<file path="src/rtl/mem_ctrl_pkg.sv">
// Shared definitions for the data-memory access controller.
// Holds the request op-code encoding, the controller state encoding and the
// default stack-top address used as the SP reset value.
package mem_ctrl_pkg;

   localparam logic [10:0] STACK_TOP_DEFAULT = 11'h7FF;

   typedef enum logic [2:0] {
      OP_LOAD   = 3'd0,
      OP_STORE  = 3'd1,
      OP_PUSH   = 3'd2,
      OP_POP    = 3'd3,
      OP_PUSH32 = 3'd4,
      OP_POP32  = 3'd5
   } op_e;

   typedef enum logic [1:0] {
      ST_IDLE,
      ST_ACC0,
      ST_ACC1
   } state_e;

endpackage

</file>
<file path="src/rtl/sp_unit.sv">
// Stack pointer register with limit checking.
// Optional feature macro: STACK_CHECK_EN (enables push/pop limit faults).
//
// Ports:
//   clk, rst_n  clock, async active-low reset (SP returns to STACK_TOP)
//   op          op code of the request being executed
//   inc, dec    step SP by +1 / -1 at the next edge (one step per word)
//   sp          current stack pointer
//   sp_up       sp + 1, the address a pop reads
//   fault       op would cross a stack limit (always 0 without STACK_CHECK_EN)
//
// Two-word ops step once per word, so PUSH32/POP32 move SP by 2 in total
// and the second word's address is simply the current SP (or SP+1) again.
module sp_unit
   import mem_ctrl_pkg::*;
#(
   parameter int                ADDR_W    = 11,
   parameter logic [ADDR_W-1:0] STACK_TOP = ADDR_W'(STACK_TOP_DEFAULT)
) (
   input  logic              clk,
   input  logic              rst_n,
   input  logic [2:0]        op,
   input  logic              inc,
   input  logic              dec,
   output logic [ADDR_W-1:0] sp,
   output logic [ADDR_W-1:0] sp_up,
   output logic              fault
);

   always_ff @(posedge clk or negedge rst_n) begin
      if (!rst_n)   sp <= STACK_TOP;
      else if (dec) sp <= sp - ADDR_W'(1);
      else if (inc) sp <= sp + ADDR_W'(1);
   end

   assign sp_up = sp + ADDR_W'(1);

`ifdef STACK_CHECK_EN
   always_comb begin
      fault = 1'b0;
      case (op)
         OP_PUSH:   fault = (sp == '0);
         OP_PUSH32: fault = (sp < ADDR_W'(2));
         OP_POP:    fault = (sp == STACK_TOP);
         OP_POP32:  fault = (sp > STACK_TOP - ADDR_W'(2));
         default:   fault = 1'b0;
      endcase
   end
`else
   logic unused_op;
   assign unused_op = ^op;
   assign fault     = 1'b0;
`endif

endmodule

</file>
<file path="src/rtl/mem_access_ctrl.sv">
// Data-memory access controller: LOAD/STORE plus 16- and 32-bit stack ops
// against a single-port 16-bit memory with combinational read data.
// Optional feature macro: STACK_CHECK_EN (stack limit faults, see sp_unit).
//
// Ports:
//   Clk, Rst_n                 clock, async active-low reset
//   ReqValid/ReqReady          request handshake; ready only in IDLE
//   ReqOp, ReqAddr, ReqWData   op code, LOAD/STORE address, store/push data
//   RspValid, RspData          one-cycle read result strobe and data
//   Err                        one-cycle stack-fault / illegal-op strobe
//   SP                         current stack pointer
//   MemeRead, MemeWrite        one-cycle word read / write strobes
//   MemAddr, MemWData, MemRData  memory address, write data, read data
//
// state   | meaning
// --------+-----------------------------------------------------------
// IDLE    | ready for a request (after the first edge out of reset)
// ACC0    | first (or only) word access, or Err for faults/illegal ops
// ACC1    | second word of PUSH32 / POP32
module mem_access_ctrl
   import mem_ctrl_pkg::*;
#(
   parameter int                ADDR_W    = 11,
   parameter logic [ADDR_W-1:0] STACK_TOP = ADDR_W'(STACK_TOP_DEFAULT)
) (
   input  logic              Clk,
   input  logic              Rst_n,
   input  logic              ReqValid,
   output logic              ReqReady,
   input  logic [2:0]        ReqOp,
   input  logic [ADDR_W-1:0] ReqAddr,
   input  logic [31:0]       ReqWData,
   output logic              RspValid,
   output logic [31:0]       RspData,
   output logic              Err,
   output logic [ADDR_W-1:0] SP,
   output logic              MemeRead,
   output logic              MemeWrite,
   output logic [ADDR_W-1:0] MemAddr,
   output logic [15:0]       MemWData,
   input  logic [15:0]       MemRData
);

   state_e            state, state_nxt;
   logic [2:0]        op_q;
   logic [ADDR_W-1:0] addr_q;
   logic [31:0]       wdata_q;
   logic [15:0]       lo_q;
   logic              started;
   logic              accept;
   logic              sp_inc, sp_dec, fault;
   logic [ADDR_W-1:0] sp_up;
   logic              lo_cap, rsp_fin16, rsp_fin32;

   sp_unit #(.ADDR_W(ADDR_W), .STACK_TOP(STACK_TOP)) u_sp (
      .clk   (Clk),
      .rst_n (Rst_n),
      .op    (op_q),
      .inc   (sp_inc),
      .dec   (sp_dec),
      .sp    (SP),
      .sp_up (sp_up),
      .fault (fault)
   );

   // started holds ready low until the first edge after reset release
   assign ReqReady = started && (state == ST_IDLE);
   assign accept   = ReqValid && ReqReady;

   always_ff @(posedge Clk or negedge Rst_n) begin
      if (!Rst_n) begin
         state    <= ST_IDLE;
         started  <= 1'b0;
         op_q     <= '0;
         addr_q   <= '0;
         wdata_q  <= '0;
         lo_q     <= '0;
         RspValid <= 1'b0;
         RspData  <= '0;
      end else begin
         state    <= state_nxt;
         started  <= 1'b1;
         RspValid <= rsp_fin16 | rsp_fin32;
         if (accept) begin
            op_q    <= ReqOp;
            addr_q  <= ReqAddr;
            wdata_q <= ReqWData;
         end
         // MemRData is only trusted at the edge closing a read cycle
         if (lo_cap)         lo_q    <= MemRData;
         if (rsp_fin16)      RspData <= {16'h0000, MemRData};
         else if (rsp_fin32) RspData <= {MemRData, lo_q};
      end
   end

   always_comb begin
      state_nxt = state;
      MemeRead  = 1'b0;
      MemeWrite = 1'b0;
      MemAddr   = '0;
      MemWData  = '0;
      Err       = 1'b0;
      sp_inc    = 1'b0;
      sp_dec    = 1'b0;
      lo_cap    = 1'b0;
      rsp_fin16 = 1'b0;
      rsp_fin32 = 1'b0;
      case (state)
         ST_IDLE: if (accept) state_nxt = ST_ACC0;
         ST_ACC0: begin
            state_nxt = ST_IDLE;
            case (op_q)
               OP_LOAD: begin
                  MemeRead  = 1'b1;
                  MemAddr   = addr_q;
                  rsp_fin16 = 1'b1;
               end
               OP_STORE: begin
                  MemeWrite = 1'b1;
                  MemAddr   = addr_q;
                  MemWData  = wdata_q[15:0];
               end
               OP_PUSH, OP_PUSH32: begin
                  if (fault) Err = 1'b1;
                  else begin
                     MemeWrite = 1'b1;
                     MemAddr   = SP;
                     sp_dec    = 1'b1;
                     if (op_q == OP_PUSH32) begin
                        MemWData  = wdata_q[31:16];
                        state_nxt = ST_ACC1;
                     end else begin
                        MemWData  = wdata_q[15:0];
                     end
                  end
               end
               OP_POP, OP_POP32: begin
                  if (fault) Err = 1'b1;
                  else begin
                     MemeRead = 1'b1;
                     MemAddr  = sp_up;
                     sp_inc   = 1'b1;
                     if (op_q == OP_POP32) begin
                        lo_cap    = 1'b1;
                        state_nxt = ST_ACC1;
                     end else begin
                        rsp_fin16 = 1'b1;
                     end
                  end
               end
               default: Err = 1'b1;
            endcase
         end
         ST_ACC1: begin
            // only PUSH32 and POP32 reach here; SP already moved one word
            state_nxt = ST_IDLE;
            if (op_q == OP_PUSH32) begin
               MemeWrite = 1'b1;
               MemAddr   = SP;
               MemWData  = wdata_q[15:0];
               sp_dec    = 1'b1;
            end else begin
               MemeRead  = 1'b1;
               MemAddr   = sp_up;
               sp_inc    = 1'b1;
               rsp_fin32 = 1'b1;
            end
         end
         default: state_nxt = ST_IDLE;
      endcase
   end

endmodule

</file>
<file path="config.mk">
export PLATFORM = sky130hd
export DESIGN_NAME = mem_access_ctrl
export DESIGN_NICKNAME = d
export VERILOG_FILES = /design/src/rtl/mem_ctrl_pkg.sv /design/src/rtl/sp_unit.sv /design/src/rtl/mem_access_ctrl.sv
export SDC_FILE = /design/constraint.sdc
export NUM_CORES = 1
export LEC_CHECK = 0
export CORE_MARGIN = 2
export CORE_UTILIZATION = 40
export DETAILED_ROUTE_END_ITERATION = 6
export DONT_BUFFER_PORTS = 1
export MAX_ROUTING_LAYER = met4
export PLACE_DENSITY = 0.6
export SYNTH_ARGS = -nofsm -noshare
export SYNTH_HDL_FRONTEND = slang
export SYNTH_HIERARCHICAL = 1
export SYNTH_SLANG_ARGS = --single-unit
</file>
<file path="constraint.sdc">
create_clock -name Clk -period 2.95 [get_ports Clk]
set_input_delay 0.59 -clock Clk [delete_from_list [all_inputs] [get_ports Clk]]
set_output_delay 0.59 -clock Clk [all_outputs]
set_load 0.01 [all_outputs]
</file>
==> impl_metrics.json <==
{
  "setup.reg_to_reg.worst_slack_ns": 0.49,
  "syn-instance-count": 498,
  "power_frac_seq": 0.484,
  "cts.sink_count": 109,
  "diodes": 0,
  "die_width_um": 120,
  "final_antenna_net_count": 0,
  "reg2regPathDepth": 9,
  "setup.worst_path.start_class": "register",
  "intPower_mw": 3.79,
  "outcome": "finished, final reports clean",
  "timing_hold_violations_final": 0,
  "grt-ovfl-total": 0,
  "critPathKind": "reg2out",
  "synth-seq-area-share": 0.506,
  "route.vias.total": 3814,
  "floorplan.die_area_sq_mm": 0.0145,
  "synthToLayoutAreaGrowth_pct": 9.17,
  "final.period_utilization": 0.979,
  "critPathArrivalTime_ns": 2.30,
  "crit-reg2reg-launch": "state[1]$_DFFE_PN0P_",
  "mostFrequentLayoutCells": "dfrtp_1 (98), nand2_1 (78), mux2_2 (59)",
  "clk_pin_slew_ns": 0.07,
  "share_comb_of_total_power": 0.331,
  "die_y_um": 120,
  "p_leak_nw": 2.49,
  "cts_buffer_count": 9,
  "clk_latency_worst_skew_pair_ns": 0.35,
  "drc": 0,
  "ctsHtreeMaxLevel": 3,
  "layout.cell_area.non_filler_sq_mm": 0.00591,
  "fraction_of_synthesis_flops_using_an_asynchronous_set_or_reset_pin": 1.00,
  "antenna_found_initial": 0,
  "grtUsageMet3": 0.0448,
  "power.density_cell_area_mw_per_mm2": 1020,
  "globalplace.congestion": 0.899,
  "grtUsageMet1": 0.230,
  "clock_path_buffers": 2,
  "avgRoutedWirePerCell_um": 18.8,
  "pre_cts_ws_ns": 0.328,
  "fin_crit_ns": 2.89,
  "clock_skew_ns": 0.00695,
  "end_kind": "output port",
  "grt_first_pass_wirelength_mm": 20.3,
  "rr_endpoint": "u_sp/sp[10]$_DFFE_PN1P_",
  "power.clock.fraction": 0.185,
  "synth-edff-count": 0,
  "fp.coreArea_sq_mm": 0.0132,
  "slew_violations": 0,
  "gr-usage-met2": 0.280,
  "final.fill_count": 1289,
  "wire_length_reported_by_the_detailed_router_mm": 12.6,
  "first_global_vias": 3895,
  "number_of_violations_reported_at_the_end_of_detailed_routing_iteration_0": 282,
  "crit_required_ns": 2.36,
  "mapped_nets": 568,
  "route.detailed.vias_per_inst": 5.68,
  "num_rows": 42,
  "num-nets-final": 563,
  "worst_slew_margin_rel": 0.568,
  "port_buffers": 0,
  "ys_dominant_reg_cell": "dfrtp_1",
  "timing.hold.worst.class": "in2async",
  "max_slew.worst_pin.slew_ns": 0.648,
  "place.detailed.hpwl_mm": 8.64,
  "tritoncts": "done",
  "sw_frac_of_total": 0.374,
  "layout_commonest_cell": "dfrtp_1",
  "synth_warnings": 6,
  "unrepaired_setup_endpoints_after_global_routing": "yes",
  "yosys_register_bits": 109,
  "power.total_mw": 6.05,
  "io_pins": 140,
  "post_dp_cell_area_sq_mm": 0.00553,
  "initial_core_util": 0.409,
  "crit_path_max_fanout": 2,
  "post_route_cells_drive_above_1_share": 0.250,
  "timing.fmax_mhz": 346,
  "syn_area_per_cell_sq_um": 10.9,
  "peak_supply_drop_mv": 0.445,
  "netlist_area_pre_place_sq_mm": 0.00542,
  "grt_max_degree": 99,
  "switching_power_mw": 2.26,
  "multi_input_comb_area_sq_mm": 0.00246,
  "clock-root-buffer": "clkbuf_16",
  "final_setup_violation_count": 0,
  "dr.pass1.iters": 4,
  "maxCapViolations": 0,
  "grtUsageTotal": 0.183,
  "netlist-cell-type-count": 57,
  "grt_busiest_layer": "met2",
  "post-route-worst-setup-slack_ns": 0.0623,
  "seq_cell_area_sq_mm": 0.00274
}
-- power groups by stage --
stage               registers [mW]  clock network (mW)  logic (mW)
finish                        2.93                1.12        2.00
global route                  3.03                1.21        2.23
CTS                           2.93                1.16        1.98
detailed placement            2.96                   0        1.92
global placement              2.93                   0        1.86
floorplan                     2.73                   0        1.69
-- final cells by class --
cell class | count | area share
well taps | 176 | 0.0372
clock inverters | 3 | 0.00381
inverters | 8 | 0.00508
clock buffers | 11 | 0.0410
flip-flops and latches | 109 | 0.464
multi-input cells | 346 | 0.416
repair buffers | 19 | 0.0332
-- kinds of logic (layout without fill, tap and decap cells) --
| group | Yosys count | count (layout) | synth area share |
|---|---|---|---|
| other cells | 2 | 2 | 0.00139 |
| compound gates | 99 | 99 | 0.135 |
| buf+inv | 43 | 41 | 0.0457 |
| fa+ha+maj | 5 | 5 | 0.0115 |
| xor+xnor | 17 | 17 | 0.0275 |
| mux | 65 | 65 | 0.135 |
| simple gates | 158 | 158 | 0.138 |
| flops | 109 | 109 | 0.506 |
-- how the worst max path moves through the flow --
stage                                start          end  slack, ns
CTS                   state[1]$_DFFE_PN0P_  MemWData[9]      0.006
global placement    u_sp/sp[0]$_DFFE_PN1P_   MemAddr[9]       0.34
finish              u_sp/sp[2]$_DFFE_PN1P_   MemAddr[9]       0.06
detailed placement  u_sp/sp[0]$_DFFE_PN1P_   MemAddr[9]       0.33
floorplan           u_sp/sp[4]$_DFFE_PN1P_   MemAddr[9]       0.33
global route        u_sp/sp[1]$_DFFE_PN1P_   MemAddr[9]      -0.06
-- state kept, by name (all words and copies together) (netlist names) --
name      flops
started       1
RspValid      1
wdata_q      32
lo_q         16
state         2
RspData      32
u_sp/sp      11
op_q          3
addr_q       11
-- metrics by stage --
step	cells	utilization	hold slack (ns)	TNS, ns
2_1_floorplan	498	-	0.294	0
3_3_place_gp	652	0.418	0.297	0
3_5_place_dp	652	0.418	0.297	0
4_1_cts	670	0.441	0.0644	0
5_1_grt	672	0.447	0.0620	-0.0885
6_report	672	0.447	0.0829	0
-- critical path: stages, from the launching register on --
cell     delay (ns)
dfstp_2        0.54
nand4_1        0.17
nor2_2         0.16
nand4_1        0.13
xnor2_1        0.17
mux2_2         0.29
nand4_1        0.09
a21oi_1        0.06
a311o_1        0.34
-- cells in the mapped netlist (4+ instances only) --
library cell | n | share of area
buf_6 | 5 | 0.010
nor2b_1 | 4 | 0.0046
ha_1 | 5 | 0.012
mux2_2 | 59 | 0.12
a22o_1 | 16 | 0.026
nor2_1 | 39 | 0.027
o21ai_0 | 5 | 0.0046
a31oi_1 | 16 | 0.018
dfrtp_1 | 98 | 0.45
dfstp_2 | 11 | 0.053
a22oi_1 | 13 | 0.018
buf_4 | 5 | 0.0069
nand2_1 | 81 | 0.056
a21oi_1 | 21 | 0.019
mux2_1 | 4 | 0.0083
a221o_1 | 10 | 0.018
nand3_1 | 5 | 0.0046
xor2_1 | 6 | 0.0097
buf_2 | 24 | 0.022
xnor2_1 | 11 | 0.018
inv_1 | 8 | 0.0055
nand4_1 | 7 | 0.0081
-- timing repair --
| action | in CTS | in global routing |
|---|---|---|
| resized for setup | 1 | 9 |
| buffers inserted | 3 | 2 |
| pin swaps | 3 | 2 |
| hold buffers | 1 | 0 |
| hold endpoints to repair | 98 | 0 |
| endpoints found under the setup margin | 3 | 27 |
-- metal layers --
layer | routed length (um) | vias to the layer above | part of all wire
met1 | 5610 | 1911 | 0.44
met4 | 284 | 0 | 0.023
li1 | - | 1748 | -
met5 | 0 | - | 0
met2 | 5920 | 137 | 0.47
met3 | 810 | 18 | 0.064
(Power assumes the default switching activity.)
